===== src/rtl/util_reset_sequencer_if.sv =====
// Handshake bundle between the reset sequencer and its downstream stages.
// The sequencer takes the slave view; whoever drives rst_req and stage_done takes the master view.
interface util_reset_sequencer_if #(
  parameter int N_STAGES = 4
);
  localparam int IDX_W = (N_STAGES > 1) ? $clog2(N_STAGES) : 1;

  logic                rst_req;
  logic [N_STAGES-1:0] stage_done;
  logic [N_STAGES-1:0] stage_rst;
  logic                locked;
  logic                fault;
  logic [IDX_W-1:0]    stage_idx;

  modport master (
    output rst_req, stage_done,
    input  stage_rst, locked, fault, stage_idx
  );

  modport slave (
    input  rst_req, stage_done,
    output stage_rst, locked, fault, stage_idx
  );
endinterface


===== src/rtl/util_reset_sequencer.sv =====
// Ordered release of per-stage resets with per-stage acknowledge, timeout retry and sticky fault.
//   state  | meaning
//   HOLD   | all stages in reset, counting the hold time
//   WAIT   | stage idx released, waiting for its done (timeout -> retry)
//   GAP    | stage idx acknowledged, idle before releasing idx+1
//   LOCKED | every stage released and acknowledged
//   FAULT  | retry budget spent, all stages held until rst_req/resetn
module util_reset_sequencer #(
  parameter int N_STAGES    = 4,
  parameter int HOLD_CNT    = 16,
  parameter int GAP_CNT     = 8,
  parameter int TIMEOUT_CNT = 1000,
  parameter int MAX_RETRY   = 3
) (
  input logic                   clk,
  input logic                   resetn,
  util_reset_sequencer_if.slave bus
);
  localparam int IDX_W = (N_STAGES > 1) ? $clog2(N_STAGES) : 1;

  typedef enum logic [2:0] {
    ST_HOLD,
    ST_WAIT,
    ST_GAP,
    ST_LOCKED,
    ST_FAULT
  } state_t;

  state_t              state, state_nx;
  logic [31:0]         cnt, cnt_nx;
  logic [31:0]         retry, retry_nx;
  logic [IDX_W-1:0]    idx, idx_nx, idx_inc;
  logic [N_STAGES-1:0] rst_q, rst_nx, released;
  logic                locked_q, locked_nx;
  logic                fault_q, fault_nx;
  logic                go_hold;

  // Stages above i stay in reset; stages 0..i are released.
  function automatic logic [N_STAGES-1:0] held_mask(input logic [IDX_W-1:0] i);
    logic [N_STAGES-1:0] m;
    for (int j = 0; j < N_STAGES; j++) m[j] = (j > int'(i));
    return m;
  endfunction

  assign released = ~rst_q;
  assign idx_inc  = idx + IDX_W'(1);

  always_ff @(posedge clk or negedge resetn) begin
    if (!resetn) begin
      state    <= ST_HOLD;
      cnt      <= '0;
      retry    <= '0;
      idx      <= '0;
      rst_q    <= '1;
      locked_q <= 1'b0;
      fault_q  <= 1'b0;
    end else begin
      state    <= state_nx;
      cnt      <= cnt_nx;
      retry    <= retry_nx;
      idx      <= idx_nx;
      rst_q    <= rst_nx;
      locked_q <= locked_nx;
      fault_q  <= fault_nx;
    end
  end

  always_comb begin
    state_nx  = state;
    cnt_nx    = cnt + 32'd1;
    retry_nx  = retry;
    idx_nx    = idx;
    rst_nx    = rst_q;
    locked_nx = locked_q;
    fault_nx  = fault_q;
    go_hold   = 1'b0;

    if (bus.rst_req) begin
      go_hold  = 1'b1;
      retry_nx = '0;
      fault_nx = 1'b0;
    end else begin
      unique case (state)
        ST_HOLD: begin
          if (cnt == 32'(HOLD_CNT - 1)) begin
            state_nx = ST_WAIT;
            cnt_nx   = '0;
            idx_nx   = '0;
            rst_nx   = held_mask('0);
          end
        end
        ST_WAIT: begin
          // done sampled on the timeout cycle still counts as done
          if (bus.stage_done[idx]) begin
            cnt_nx = '0;
            if (idx == IDX_W'(N_STAGES - 1)) begin
              state_nx  = ST_LOCKED;
              locked_nx = 1'b1;
              retry_nx  = '0;
            end else begin
              state_nx = ST_GAP;
            end
          end else if (cnt == 32'(TIMEOUT_CNT - 1)) begin
            retry_nx = retry + 32'd1;
            if (retry_nx == 32'(MAX_RETRY)) begin
              state_nx = ST_FAULT;
              cnt_nx   = '0;
              idx_nx   = '0;
              rst_nx   = '1;
              fault_nx = 1'b1;
            end else begin
              go_hold = 1'b1;
            end
          end
        end
        ST_GAP: begin
          if ((bus.stage_done & released) != released) begin
            go_hold = 1'b1;
          end else if (cnt == 32'(GAP_CNT - 1)) begin
            state_nx = ST_WAIT;
            cnt_nx   = '0;
            idx_nx   = idx_inc;
            rst_nx   = held_mask(idx_inc);
          end
        end
        ST_LOCKED: begin
          cnt_nx   = '0;
          retry_nx = '0;
          if (bus.stage_done != '1) go_hold = 1'b1;
        end
        ST_FAULT: begin
          cnt_nx   = '0;
          rst_nx   = '1;
          fault_nx = 1'b1;
        end
        default: go_hold = 1'b1;
      endcase
    end

    if (go_hold) begin
      state_nx  = ST_HOLD;
      cnt_nx    = '0;
      idx_nx    = '0;
      rst_nx    = '1;
      locked_nx = 1'b0;
    end
  end

  assign bus.stage_rst = rst_q;
  assign bus.locked    = locked_q;
  assign bus.fault     = fault_q;
  assign bus.stage_idx = idx;
endmodule


===== src/flat_wrapper.sv =====
// flat-port wrapper written by rule: the top's interface ports become plain ports
module util_reset_sequencer_flat 
#(
  parameter int N_STAGES    = 4,
  parameter int HOLD_CNT    = 16,
  parameter int GAP_CNT     = 8,
  parameter int TIMEOUT_CNT = 1000,
  parameter int MAX_RETRY   = 3
)
  (clk, resetn, bus_rst_req, bus_stage_done, bus_stage_rst, bus_locked, bus_fault, bus_stage_idx);
  util_reset_sequencer_if #(.N_STAGES(N_STAGES)) bus_i ();
  input logic clk;
  input logic resetn;
  input wire logic [$bits(bus_i.rst_req)-1:0] bus_rst_req;
  input wire logic [$bits(bus_i.stage_done)-1:0] bus_stage_done;
  output wire logic [$bits(bus_i.stage_rst)-1:0] bus_stage_rst;
  output wire logic [$bits(bus_i.locked)-1:0] bus_locked;
  output wire logic [$bits(bus_i.fault)-1:0] bus_fault;
  output wire logic [$bits(bus_i.stage_idx)-1:0] bus_stage_idx;
  assign bus_i.rst_req = bus_rst_req;
  assign bus_i.stage_done = bus_stage_done;
  assign bus_stage_rst = bus_i.stage_rst;
  assign bus_locked = bus_i.locked;
  assign bus_fault = bus_i.fault;
  assign bus_stage_idx = bus_i.stage_idx;
  util_reset_sequencer #(.N_STAGES(N_STAGES), .HOLD_CNT(HOLD_CNT), .GAP_CNT(GAP_CNT), .TIMEOUT_CNT(TIMEOUT_CNT), .MAX_RETRY(MAX_RETRY)) u_core (.clk(clk), .resetn(resetn), .bus(bus_i));
endmodule

===== config.mk =====
export PLATFORM = sky130hd
export DESIGN_NAME = util_reset_sequencer_flat
export DESIGN_NICKNAME = d
export VERILOG_FILES = /design/src/rtl/util_reset_sequencer_if.sv /design/src/rtl/util_reset_sequencer.sv /design/src/flat_wrapper.sv
export SDC_FILE = /design/constraint.sdc
export NUM_CORES = 1
export LEC_CHECK = 0
export CORE_UTILIZATION = 38
export DETAILED_ROUTE_END_ITERATION = 10
export PLACE_DENSITY = 0.54
export SETUP_SLACK_MARGIN = 0.05
export SYNTH_ARGS = -nofsm -noshare
export SYNTH_HDL_FRONTEND = slang
export SYNTH_SLANG_ARGS = --single-unit

===== constraint.sdc =====
create_clock -name clk -period 8 [get_ports clk]
set_input_delay 1.6 -clock clk [delete_from_list [all_inputs] [get_ports clk]]
set_output_delay 1.6 -clock clk [all_outputs]
set_load 0.02 [all_outputs]

Word level (Yosys, flattened, before mapping)

Cells that the tools add are included.

$add $sub $neg: 3
Order comparisons: 4
Equality and inequality tests: 25
Multiplexer cells: 61
Bitwise gates (word level): 2
Reductions and logical operators: 16

Operators with widths:

| kind                                                   | count |
|---|---|
| two-way mux 32 bit                                     | 12 |
| one-hot mux 32 bit (4 select lines)                    | 1 |
| adder 32 x 1 -> 32 bit (second input constant)         | 2 |
| one-hot mux 32 bit (2 select lines)                    | 1 |
| == test 32 x 10 -> 1 bit (second input constant)       | 1 |
| == test 32 x 2 -> 1 bit (second input constant)        | 1 |
| == test 32 x 3 -> 1 bit (second input constant)        | 1 |
| == test 32 x 4 -> 1 bit (second input constant)        | 1 |
| two-way mux 4 bit                                      | 8 |
| two-way mux 3 bit                                      | 8 |
| two-way mux 1 bit                                      | 17 |
| two-way mux 2 bit                                      | 8 |
| one-hot mux 4 bit (4 select lines)                     | 1 |
| AND reduction 8 bit                                    | 2 |
| inequality test 3 x 1 -> 1 bit (second input constant) | 4 |
| inequality test 3 x 2 -> 1 bit (second input constant) | 4 |
| one-hot mux 3 bit (3 select lines)                     | 1 |
| inequality test 4 x 1 -> 1 bit (second input constant) | 2 |
| inequality test 4 bit (second input constant)          | 2 |
| AND reduction 4 bit                                    | 2 |
| AND reduction 7 bit                                    | 1 |
| == test 3 x 2 -> 1 bit (second input constant)         | 2 |
| one-hot mux 2 bit (3 select lines)                     | 1 |
| nonzero test 2 bit                                     | 3 |
| other kinds (22)                                       | 25 |

Register bits after elaboration: 75
Bits of input ports: 7
Word-level logic and storage cells: 118

Logic depth before layout (Yosys ltp)

Gate-level depths: netlist of run 1.

Depth after elaboration: 9
Depth in mapped cells: 10

Worst setup path before layout of run 1

Ideal clock, no wire load.

Path type: input port to flip-flop
From: in bus_stage_done[3]
To: reg u_core.retry[27]
Arrival: 3.515 ns
Required time: 7.904 ns
Slack: 4.389 ns
Cell stages on the path: 9
Buffers on the path: 2
Path through: mux4_2 -> inv_1 -> nand4_1 -> a21oi_1 -> nor2_1 -> or2_2 -> clkbuf_1 -> clkbuf_1 -> o31ai_1

Longest elaborated chain between the ends: 5
Elaborated cells on any way between the ends: 8

RTL lines:

| element                                   | line                       | RTL |
|---|---|---|
| start: declaration                        | flat_wrapper.sv:15         | `input wire logic [$bits(bus_i.stage_done)-1:0] bus_stage_done;` |
| binary-select mux 1 bit (select 2 bit) *  | util_reset_sequencer.sv:94 | `if (bus.stage_done[idx]) begin` |
| two-way mux 1 bit (implied by the code) * | util_reset_sequencer.sv:94 |  |
| two-way mux 32 bit                        | util_reset_sequencer.sv:94 |  |
| one-hot mux 32 bit (2 select lines)       | util_reset_sequencer.sv:83 | `unique case (state)` |
| two-way mux 32 bit                        | util_reset_sequencer.sv:78 | `if (bus.rst_req) begin` |
| end signal: assignment                    | util_reset_sequencer.sv:60 | `retry <= retry_nx;` |
| end: declaration                          | util_reset_sequencer.sv:31 | `logic [31:0] retry, retry_nx;` |

Every way passes the cells marked *; elsewhere a longest branch is shown, timed or not. The select of a mux whose other input is x is not followed.
A chain may end at the register's enable or synchronous reset.

Final worst setup path of run 1

From: in bus_stage_done[3]
To: reg u_core.retry[16]

The elaborated chain is that of the path after synthesis.

==> out/qor.yml, run 1 <==
fmax_mhz: 222
clkTransAtPathRegs_ns: 0.06
hold_start: "u_core.cnt[0]$_DFF_PN0_"
cts.repair.resized: 0
die_w_um: 115
gp_congestion: 0.848
setup_viol: 0
synth-compound-area-share_pct: 17.1
start_util_pct: 39.7
grtUsageMet1_pct: 28.0
clock_skew_ns: 0.00524
ios: 15
crit_path_end_kind: "flip-flop"
setup_ws_ns: 3.50
dpl.hpwl_mm: 8.61
grt.met3_usage_pct: 4.01
pwr-share-seq_pct: 47.7
yosysWarnings: 0
min_to: "u_core.cnt[0]$_DFF_PN0_"
p_switching_mw: 0.206
grt_usage_pct: 20.3
core_area_mm2: 0.0123
numCtsBuffers: 9
fin_crit_ns: 4.50
synth_cell_types: 68
finish.utilization_pct: 43.5
grt_pass1_vias: 4103
power.density_mw_per_mm2: 153
synthArstFlopShare_pct: 100
critPathLaunch: "bus_stage_done[3]"
drt_iter0_drc: 282
startpoint_type: "input pin"
reg2reg_slack_ns: 4.25
synthXorXnorAreaFrac_pct: 6.84
timing.hold.ws_ns: 0.464
grt_setup_unrepaired: "no"
fin_cells: 740
r2r-start: "u_core.retry[0]$_DFFE_PN0P_"
critPathMaxStageDelay_ns: 0.56
crit_chain: "clkdlybuf4s50_1, mux4_2, inv_1, nand4_1, a21oi_1, nor2_2, buf_4, nor2_1, nand2_1, o41ai_1"
dr.pass1.iters: 4
rr_worst_depth: 9
syn_inst: 574
muxShareOfSynthArea_pct: 1.49
internal-power_mw: 0.611
chipHeight_um: 115
maxCapViolCount: 0
std_cell_rows: 40
power.total_mw: 0.817
synth_edf_count: 0
clk_path_buf_depth: 2
clk_latency_ns: 0.34
wire_per_inst_um: 17.0
holdPathStages: 1
fin_setup_tns_ns: 0
ctsHtreeMaxLevel: 3
placed_area_mm2: 0.00507
n_antenna_cell: 0
cts_tree: "built"
syn-cell-area_mm2: 0.00486
yosys-top-cells-area: "dfrtp_1, nor2_1, o21ai_0, nand2_1, xor2_1"
use_met2_pct: 31.5
die_area_mm2: 0.0133
status: "finished, final reports clean"
syn_avg_cell_area_um2: 8.47
p_comb_share_pct: 7.2
hold_path_class: "flip-flop to flip-flop"
crit_path_top_delay_cell: "mux4_2"
synthFlopType: "dfrtp_1"
hold_buffers: 0
drc: 0
fin_area_mm2: 0.00533
synth_simple_gate_area_share_pct: 30.4
clock_power_share_pct: 45.1
slew_viol_final: 0
finalCritPeriodShare_pct: 56.2
antenna_left: 0
crit_arrival_ns: 4.73
power_leakage_nw: 2.15
synth-adder-area-share_pct: 1.29
path_class: "input pin to flip-flop"
relSlewSlack_pct: 31.5
post-place-ws_ns: 3.17
tightestPinTransition_ns: 1.03
synth_top_family_by_area: "simple AND/OR/NAND/NOR gates"
overflow: 0
worstPathRequired_ns: 8.23
clkSinkCount: 75
grt_max_degree: 76
sw_frac_of_total_pct: 25.3
reg2reg_to: "u_core.bus.stage_rst[0]$_DFFE_PN1P_"
synth_area_leader_cell: "dfrtp_1"
viasPerCell: 5.92
dp_cells: 724
cts_root_buf: "clkbuf_16"
portBuffers: 14
syn_nets: 586
ys_ff_latch: 75
busiest_layer: "met2"
cp_max_fo: 35
drt_wl_total_mm: 12.6
grt_pass1_wl_mm: 21.0
vdd_drop_max_mv: 0.119
drive_gt1_share_pct: 6.99
post_cts_buffers: 0
yosysSeqAreaShare_pct: 38.7
area_delta_synth_final_pct: 9.67
vias: 4381
synth_top_area_share_pct: 36.5
timing.final.hold_violations: 0
finish.net_count: 579
antenna_found_initial: 0
-- registers in the layout, summed over array words and instances (netlist names) --
register,cells
u_core.retry,32
u_core.bus.stage_rst,4
u_core.bus.fault,1
u_core.cnt,32
u_core.bus.stage_idx,2
u_core.state,3
u_core.bus.locked,1
-- placed cells by master (no fill, tap or decap), types with 7 or more instances in the layout --
cell type	count
xor2_1	21
and3_1	21
o41ai_1	7
a21oi_1	21
clkbuf_16	9
o31ai_1	14
dfrtp_1	71
nor3_1	24
clkdlybuf4s50_1	13
inv_1	7
nand2_1	49
nor2_1	76
nand3_1	27
nand2b_1	7
nor4_1	15
nand4_1	16
o21ai_0	42
xnor2_1	17
-- synth_stat cells (all sizes together) (3+ instances only) --
master,number
nor4,17
and3,21
and4,7
a21oi,21
ha,5
nand3,28
o31ai,14
o2111ai,3
nand2b,7
o22ai,5
or2,3
dfstp,4
nand2,49
or4,8
xor2,21
xnor2,17
or3,4
o21ai,43
nor2,78
a311oi,3
o41ai,7
nor3,24
buf,13
inv,7
clkbuf,23
dfrtp,71
mux2i,5
a31oi,4
and2,4
nand4,18
o21bai,5
-- critical path, delay by kind of cell --
kind / cells / cell delay (ns)
buffers and inverters: 3 / 0.97
AO/OA/AOI/OAI: 2 / 0.59
multiplexers: 1 / 0.56
AND/OR/NAND/NOR: 4 / 1.01
-- worst max-delay path by stage --
stage / cells past startpoint / endpoint
2_1_floorplan: 9 / u_core.retry[27]$_DFFE_PN0P_
3_3_place_gp: 10 / u_core.retry[16]$_DFFE_PN0P_
3_5_place_dp: 10 / u_core.retry[16]$_DFFE_PN0P_
4_1_cts: 10 / u_core.retry[16]$_DFFE_PN0P_
5_1_grt: 10 / u_core.retry[16]$_DFFE_PN0P_
6_report: 10 / u_core.retry[16]$_DFFE_PN0P_
-- cell type report --
cell class              instances  area (µm²)
flip-flops and latches         75        1880
repair buffers                 18         168
multi-input cells             456        2780
clock buffers                  11         233
inverters                       7        26.3
clock inverters                 5        32.5
well taps                     168         210
fillers                      1200        6930
-- power by group through the flow --
stage	Sequential, mW	Clock (mW)	Combinational (mW)
after floorplan	0.395	0	0.0365
final	0.390	0.369	0.0585
after global routing	0.390	0.396	0.0663
after detailed placement	0.396	0	0.0589
after global placement	0.397	0	0.0582
after CTS	0.390	0.379	0.0592
-- logic make-up after synthesis --
group	count (synthesis)
buffers and inverters	43
AO/OA/AOI/OAI	128
multiplexers	6
XOR/XNOR	38
AND/OR/NAND/NOR	279
adder cells (fa/ha/maj)	5
flip-flops	75
-- routing by layer --
metal  share of wire (%)  routed length (µm)  vias up
met5                   0                   0        -
met4                 1.3                 161        0
met3                 3.5                 435       15
met2                  47                5870       86
met1                  49                6100     2181
li1                    -                   -     2099
Power figures use the tool's default switching activity.
==> run 2, diff against run 1 <==
==> constraint.sdc (replaced) <==
create_clock -name clk -period 4.2 [get_ports clk]
set_input_delay 0.84 -clock clk [delete_from_list [all_inputs] [get_ports clk]]
set_output_delay 0.84 -clock clk [all_outputs]
set_load 0.02 [all_outputs]
==> run 2 against run 1 <==
Against the previous run:
- sequential share of layout area fell by 1.0 points
- global-route usage rose by 0.33 points
- setup slack got worse by 2.7 ns
- cell area rose by 3.0%
- clock skew rose by 0.0044 ns
- count of clock-buffer cells in the layout fell by 2
- die area did not move
- routed wire length barely moved
==> out/qor.yml, run 2 (synthesis gave the netlist of run 1 again) <==
power.density_mw_per_mm2: 331  # was 153 mW/mm²
vias: 4368  # was 4381
crit_arrival_ns: 3.72  # was 4.73 ns
startpoint_type: "flip-flop"  # was input pin
cp_max_fo: 9  # was 35
worstPathRequired_ns: 4.47  # was 8.23 ns
clkTransAtPathRegs_ns: 0.06  # about the same
status: "finished, final reports clean"  # unchanged
clkSinkCount: 75  # unchanged
drc: 0  # unchanged
hold_buffers: 0  # unchanged
grt.met3_usage_pct: 4.11  # was 4.01%
numCtsBuffers: 9  # unchanged
hold_path_class: "flip-flop to flip-flop"  # unchanged
dpl.hpwl_mm: 8.70  # was 8.61 mm
internal-power_mw: 1.41  # was 0.611 mW
antenna_left: 0  # unchanged
r2r-start: "u_core.retry[0]$_DFFE_PN0P_"  # unchanged
wire_per_inst_um: 16.8  # was 17.0 µm
cts_root_buf: "clkbuf_16"  # unchanged
drt_wl_total_mm: 12.6  # about the same
grt_pass1_wl_mm: 21.3  # was 21.0 mm
slew_viol_final: 0  # unchanged
cts_tree: "built"  # unchanged
core_area_mm2: 0.0123  # unchanged
ctsHtreeMaxLevel: 3  # unchanged
vdd_drop_max_mv: 0.180  # was 0.119 mV
p_switching_mw: 0.408  # was 0.206 mW
reg2reg_to: "u_core.bus.stage_rst[0]$_DFFE_PN1P_"  # unchanged
clk_latency_ns: 0.35  # was 0.34 ns
relSlewSlack_pct: 36.3  # was 31.5%
die_area_mm2: 0.0133  # unchanged
busiest_layer: "met2"  # unchanged
clock_power_share_pct: 52.7  # was 45.1%
pwr-share-seq_pct: 40.9  # was 47.7%
std_cell_rows: 40  # unchanged
finalCritPeriodShare_pct: 82.1
grt_setup_unrepaired: "no"  # unchanged
min_to: "u_core.cnt[0]$_DFF_PN0_"  # unchanged
overflow: 0  # unchanged
grt_pass1_vias: 4320  # was 4103
grtUsageMet1_pct: 27.7  # was 28.0%
portBuffers: 14  # unchanged
chipHeight_um: 115  # unchanged
final_cell_mix: "nor2_1, dfrtp_1, nand2_1, o21ai_0, nand3_1"  # unchanged
drt_iter0_drc: 388  # was 282
use_met2_pct: 33.0  # was 31.5%
antenna_found_initial: 0  # unchanged
dr.pass1.iters: 5  # was 4
tightestPinTransition_ns: 0.955  # was 1.03 ns
path_class: "flip-flop to flip-flop"  # was input pin to flip-flop
setup_viol: 0  # unchanged
power_leakage_nw: 2.24  # was 2.15 nW
post_cts_buffers: 0  # unchanged
area_delta_synth_final_pct: 12.9  # was 9.67%
timing.hold.ws_ns: 0.475  # was 0.464 ns
gp_congestion: 0.814  # was 0.848
viasPerCell: 5.85  # was 5.92
die_w_um: 115  # unchanged
mostFrequentLayoutCell: "nor2_1"  # unchanged
crit_path_end_kind: "flip-flop"  # unchanged
rr_worst_depth: 10  # was 9
fmax_mhz: 290
p_comb_share_pct: 6.5  # was 7.2%
clk_path_buf_depth: 2  # unchanged
maxCapViolCount: 0  # unchanged
start_util_pct: 39.7  # unchanged
finish.net_count: 587  # was 579
timing.final.hold_violations: 0  # unchanged
fin_crit_ns: 3.45
n_antenna_cell: 0  # unchanged
hold_start: "u_core.cnt[0]$_DFF_PN0_"  # unchanged
cts.repair.resized: 0  # unchanged
fin_setup_tns_ns: 0  # unchanged
holdPathStages: 1  # unchanged
drive_gt1_share_pct: 8.46  # was 6.99%
reg2reg_slack_ns: 0.75  # was 4.25 ns
grt_max_degree: 76  # unchanged
ios: 15  # unchanged
clock_skew_ns: 0.00962  # was 0.00524 ns
grt_usage_pct: 20.7  # was 20.3%
sw_frac_of_total_pct: 22.4  # was 25.3%
==> run 2: per-layer routing <==
layer | vias up | wire length (µm)
met5 | - | 0
met4 | 0 | 214
met3 | 17 | 599
li1 | 2119 | -
met1 | 2118 | 5940
met2 | 114 | 5810
==> run 2: area by class of cell <==
cell class	count	area, µm²
Timing Repair Buffer	26	228
Clock buffer	9	225
Tap cell	168	210
Sequential cell	75	1880
Multi-Input combinational cell	456	2780
Clock inverter	6	138
Fill cell	1206	6770
Inverter	7	26.3
==> run 2: how the worst max path moves through the flow <==
stage | to | slack [ns] | cells after the start | from
final | u_core.bus.stage_rst[0]$_DFFE_PN1P_ | 0.75 | 10 | u_core.retry[0]$_DFFE_PN0P_
after global routing | u_core.bus.stage_idx[0]$_DFFE_PN0P_ | 0.46 | 10 | u_core.retry[0]$_DFFE_PN0P_
after CTS | u_core.bus.stage_rst[0]$_DFFE_PN1P_ | 0.80 | 10 | u_core.retry[0]$_DFFE_PN0P_
after detailed placement | u_core.retry[29]$_DFFE_PN0P_ | 0.73 | 8 | bus_stage_done[3]
after global placement | u_core.retry[11]$_DFFE_PN0P_ | 0.83 | 8 | bus_stage_done[3]
after floorplan | u_core.bus.stage_rst[0]$_DFFE_PN1P_ | 1.11 | 10 | u_core.retry[0]$_DFFE_PN0P_
==> run 2: worst max-delay path, cell delays in order, from the launching register on <==
cell and delay, ns:
dfrtp_1 0.49, ha_1 0.32, nand3_1 0.24, buf_4 0.24, nor3_1 0.26, a31oi_1 0.21
or3_1 0.35, or4_4 0.46, nor4b_4 0.41, o21bai_1 0.10, a221o_1 0.29
==> run 2: per-stage QoR <==
stage	utilization (%)	power (mW)	worst slack, ns	cell area, µm²	instances
floorplan	-	0.822	1.11	4860	574
global placement	41.8	0.874	0.827	5130	732
detailed placement	41.8	0.875	0.735	5130	732
CTS	44.8	1.84	0.802	5490	747
global route	44.8	1.88	0.459	5490	747
finish	44.8	1.82	0.754	5490	747
==> run 2: power by group through the flow <==
stage          clock (mW)  combinational, mW  sequential (mW)
2_1_floorplan           0             0.0696            0.752
5_1_grt              1.00              0.132            0.744
4_1_cts             0.977              0.120            0.743
3_3_place_gp            0              0.118            0.756
6_report            0.958              0.118            0.743
3_5_place_dp            0              0.119            0.756
==> run 3, diff against run 2 <==
--- a/config.mk
+++ b/config.mk
@@ -7,7 +7,7 @@
 export LEC_CHECK = 0
 export CORE_UTILIZATION = 38
 export DETAILED_ROUTE_END_ITERATION = 10
-export PLACE_DENSITY = 0.54
+export PLACE_DENSITY = 0.56
 export SETUP_SLACK_MARGIN = 0.05
 export SYNTH_ARGS = -nofsm -noshare
 export SYNTH_HDL_FRONTEND = slang
==> constraint.sdc (replaced) <==
create_clock -name clk -period 3.1 [get_ports clk]
set_input_delay 0.62 -clock clk [delete_from_list [all_inputs] [get_ports clk]]
set_output_delay 0.62 -clock clk [all_outputs]
set_load 0.02 [all_outputs]
==> run 3 against run 2 <==
Against the previous run:
- power grew 23%
- combinational power grew 53%
- clock power grew 9.6%
- global-route usage grew 0.28 points
- clock skew shrank 0.0019 ns
- highest routed layer unchanged
- largest cell class unchanged
- count of clock-buffer cells in the layout is the same
- utilization grew 2.9 points
==> out/qor.yml, run 3 (synthesis gave the netlist of run 1 again) <==
status: "finished, final reports clean"  # unchanged
critPathLaunch: "u_core.retry[1]$_DFFE_PN0P_"  # was u_core.retry[0]$_DFFE_PN0P_
relSlewSlack_pct: 59.4  # was 36.3%
numCtsBuffers: 9  # unchanged
fmax_mhz: 325  # was 290 MHz
wire_per_inst_um: 16.2  # was 16.8 µm
gp_congestion: 0.922  # was 0.814
dr.pass1.iters: 5  # unchanged
power_leakage_nw: 2.44  # was 2.24 nW
crit_chain: "ha_4, buf_6, nand4_1, nor4_4, buf_4, buf_8, and3_4, or3_4, or4_4, nor4b_4, o21bai_1, a221o_1"  # was ha_1, nand3_1, buf_4, nor3_1, a31oi_1, or3_1, or4_4, nor4b_4, o21bai_1, a221o_1
crit_path_top_delay_cell: "or4_4"  # was dfrtp_1
slew_viol_final: 0  # unchanged
reg2reg_slack_ns: 0.02  # was 0.75 ns
timing.final.hold_violations: 0  # unchanged
vdd_drop_max_mv: 0.221  # was 0.180 mV
maxCapViolCount: 0  # unchanged
busiest_layer: "met2"  # unchanged
die_area_mm2: 0.0133  # unchanged
p_switching_mw: 0.606  # was 0.408 mW
cp_max_fo: 6  # was 9
core_area_mm2: 0.0123  # unchanged
power.total_mw: 2.23  # was 1.82 mW
grt_setup_unrepaired: "yes"  # was no
drt_iter0_drc: 398  # was 388
setup_viol: 0  # unchanged
vias: 4540  # was 4368
r2r-start: "u_core.retry[1]$_DFFE_PN0P_"  # was u_core.retry[0]$_DFFE_PN0P_
crit_path_end_kind: "flip-flop"  # unchanged
grt_usage_pct: 20.9  # was 20.7%
drive_gt1_share_pct: 17.9  # was 8.46%
overflow: 0  # unchanged
antenna_found_initial: 0  # unchanged
std_cell_rows: 40  # unchanged
cts_root_buf: "clkbuf_16"  # unchanged
num-fill-cells: 1214  # was 1206
timing.hold.ws_ns: 0.280  # was 0.475 ns
fin_setup_tns_ns: 0  # unchanged
grtUsageMet1_pct: 27.8  # was 27.7%
hold_path_class: "input pin to asynchronous set/reset pin"  # was flip-flop to flip-flop
critPathMaxStageDelay_ns: 0.56  # was 0.49 ns
power.density_mw_per_mm2: 381  # was 331 mW/mm²
chipHeight_um: 115  # unchanged
drt_wl_total_mm: 12.9  # was 12.6 mm
drc: 0  # unchanged
die_w_um: 115  # unchanged
start_util_pct: 39.7  # unchanged
clk_path_buf_depth: 2  # unchanged
clkTransAtPathRegs_ns: 0.07  # was 0.06 ns
cts_tree: "built"  # unchanged
antenna_left: 0  # unchanged
grt_max_degree: 47  # was 76
grt_pass1_wl_mm: 21.7  # was 21.3 mm
grt.met3_usage_pct: 4.85  # was 4.11%
finish.utilization_pct: 47.7  # was 44.8%
dpl.hpwl_mm: 9.05  # was 8.70 mm
pwr-share-seq_pct: 45.1  # was 40.9%
clkSinkCount: 75  # unchanged
tightestPinTransition_ns: 0.605  # was 0.955 ns
worstPathRequired_ns: 3.38  # was 4.47 ns
post-place-ws_ns: -0.0279  # was 0.735 ns
path_buf_inv: 3  # was 1
use_met2_pct: 33.7  # was 33.0%
mostFrequentLayoutCell: "nor2_1"  # unchanged
hold_buffers: 0  # unchanged
fin_crit_ns: 3.08  # was 3.45 ns
final_cell_mix: "nor2_1, dfrtp_1, buf_4, nand2_1, o21ai_0"  # was nor2_1, dfrtp_1, nand2_1, o21ai_0, nand3_1
finalCritPeriodShare_pct: 99.4  # was 82.1%
clock_power_share_pct: 46.9  # was 52.7%
p_comb_share_pct: 8.1  # was 6.5%
clk_latency_ns: 0.35  # about the same
multiInputGateArea_mm2: 0.00284  # was 0.00278 mm²
path_class: "flip-flop to flip-flop"  # unchanged
sw_frac_of_total_pct: 27.2  # was 22.4%
startpoint_type: "flip-flop"  # unchanged
setup_ws_ns: 0.0185  # was 0.754 ns
portBuffers: 14  # unchanged
clock_skew_ns: 0.00775  # was 0.00962 ns
grt_pass1_vias: 4316  # was 4320
n_antenna_cell: 0  # unchanged
path_delay_family: "simple AND/OR/NAND/NOR gates"  # unchanged
viasPerCell: 5.71  # was 5.85
seq_area_mm2: 0.00189  # was 0.00188 mm²
crit_arrival_ns: 3.36  # was 3.72 ns
internal-power_mw: 1.62  # was 1.41 mW
ios: 15  # unchanged
ctsHtreeMaxLevel: 3  # unchanged
area_delta_synth_final_pct: 20.2  # was 12.9%
finish.net_count: 634  # was 587
==> run 3: cell types whose count changed in the layout (fill, tap and decap cells not counted), moves of 2 or more <==
cell,before,now
buf_4,13,57
dfrtp_1,71,65
dfrtp_2,0,6
bufinv_16,4,0
inv_8,0,3
inv_6,1,3
nor4_1,15,13
nor4_2,1,3
==> run 3: worst paths after layout <==
check                                                       to  cells after the start
min reg2reg                            u_core.cnt[0]$_DFF_PN0_                      1
min in group clk                       u_core.cnt[0]$_DFF_PN0_                      1
min                                   u_core.cnt[21]$_DFF_PN0_                      1
max in group asynchronous  u_core.bus.stage_rst[3]$_DFFE_PN1P_                      2
max reg2reg                u_core.bus.stage_rst[0]$_DFFE_PN1P_                     12
max                        u_core.bus.stage_rst[0]$_DFFE_PN1P_                     12
==> run 3: metrics by stage <==
step	std cells	instance area, µm²
after floorplan	574	4880
after detailed placement	766	5400
after CTS	785	5710
after global routing	795	5850
final	795	5850
after global placement	766	5400
==> run 3: timing repair <==
item / in CTS / in global routing
setup endpoints to repair: 4 / 7
pin swaps: 2 / 10
gates resized for setup: 1 / 15
setup buffers: 3 / 11
==> run 3: power groups by stage <==
stage	clock, mW	sequential, mW	combinational [mW]
final	1.05	1.01	0.180
after global routing	1.12	1.01	0.201
after CTS	1.08	1.01	0.175
after detailed placement	0	1.02	0.170
after global placement	0	1.02	0.168
after floorplan	0	1.02	0.0945
==> run 3: area by class of cell <==
class | count | area share [%]
clock buffer | 9 | 3.85
clock inverter | 7 | 1.16
inverter | 7 | 0.449
multi-input combinational | 456 | 48.5
sequential | 75 | 32.3
tap | 168 | 3.60
timing repair buffer | 73 | 10.1
==> run 3: per-layer routing <==
layer | vias up | part of all wire (%) | wire length (µm)
li1 | 2209 | - | -
met1 | 2205 | 47 | 6040
met2 | 110 | 48 | 6130
met3 | 16 | 4.3 | 560
met4 | 0 | 1.4 | 176
met5 | - | 0 | 0
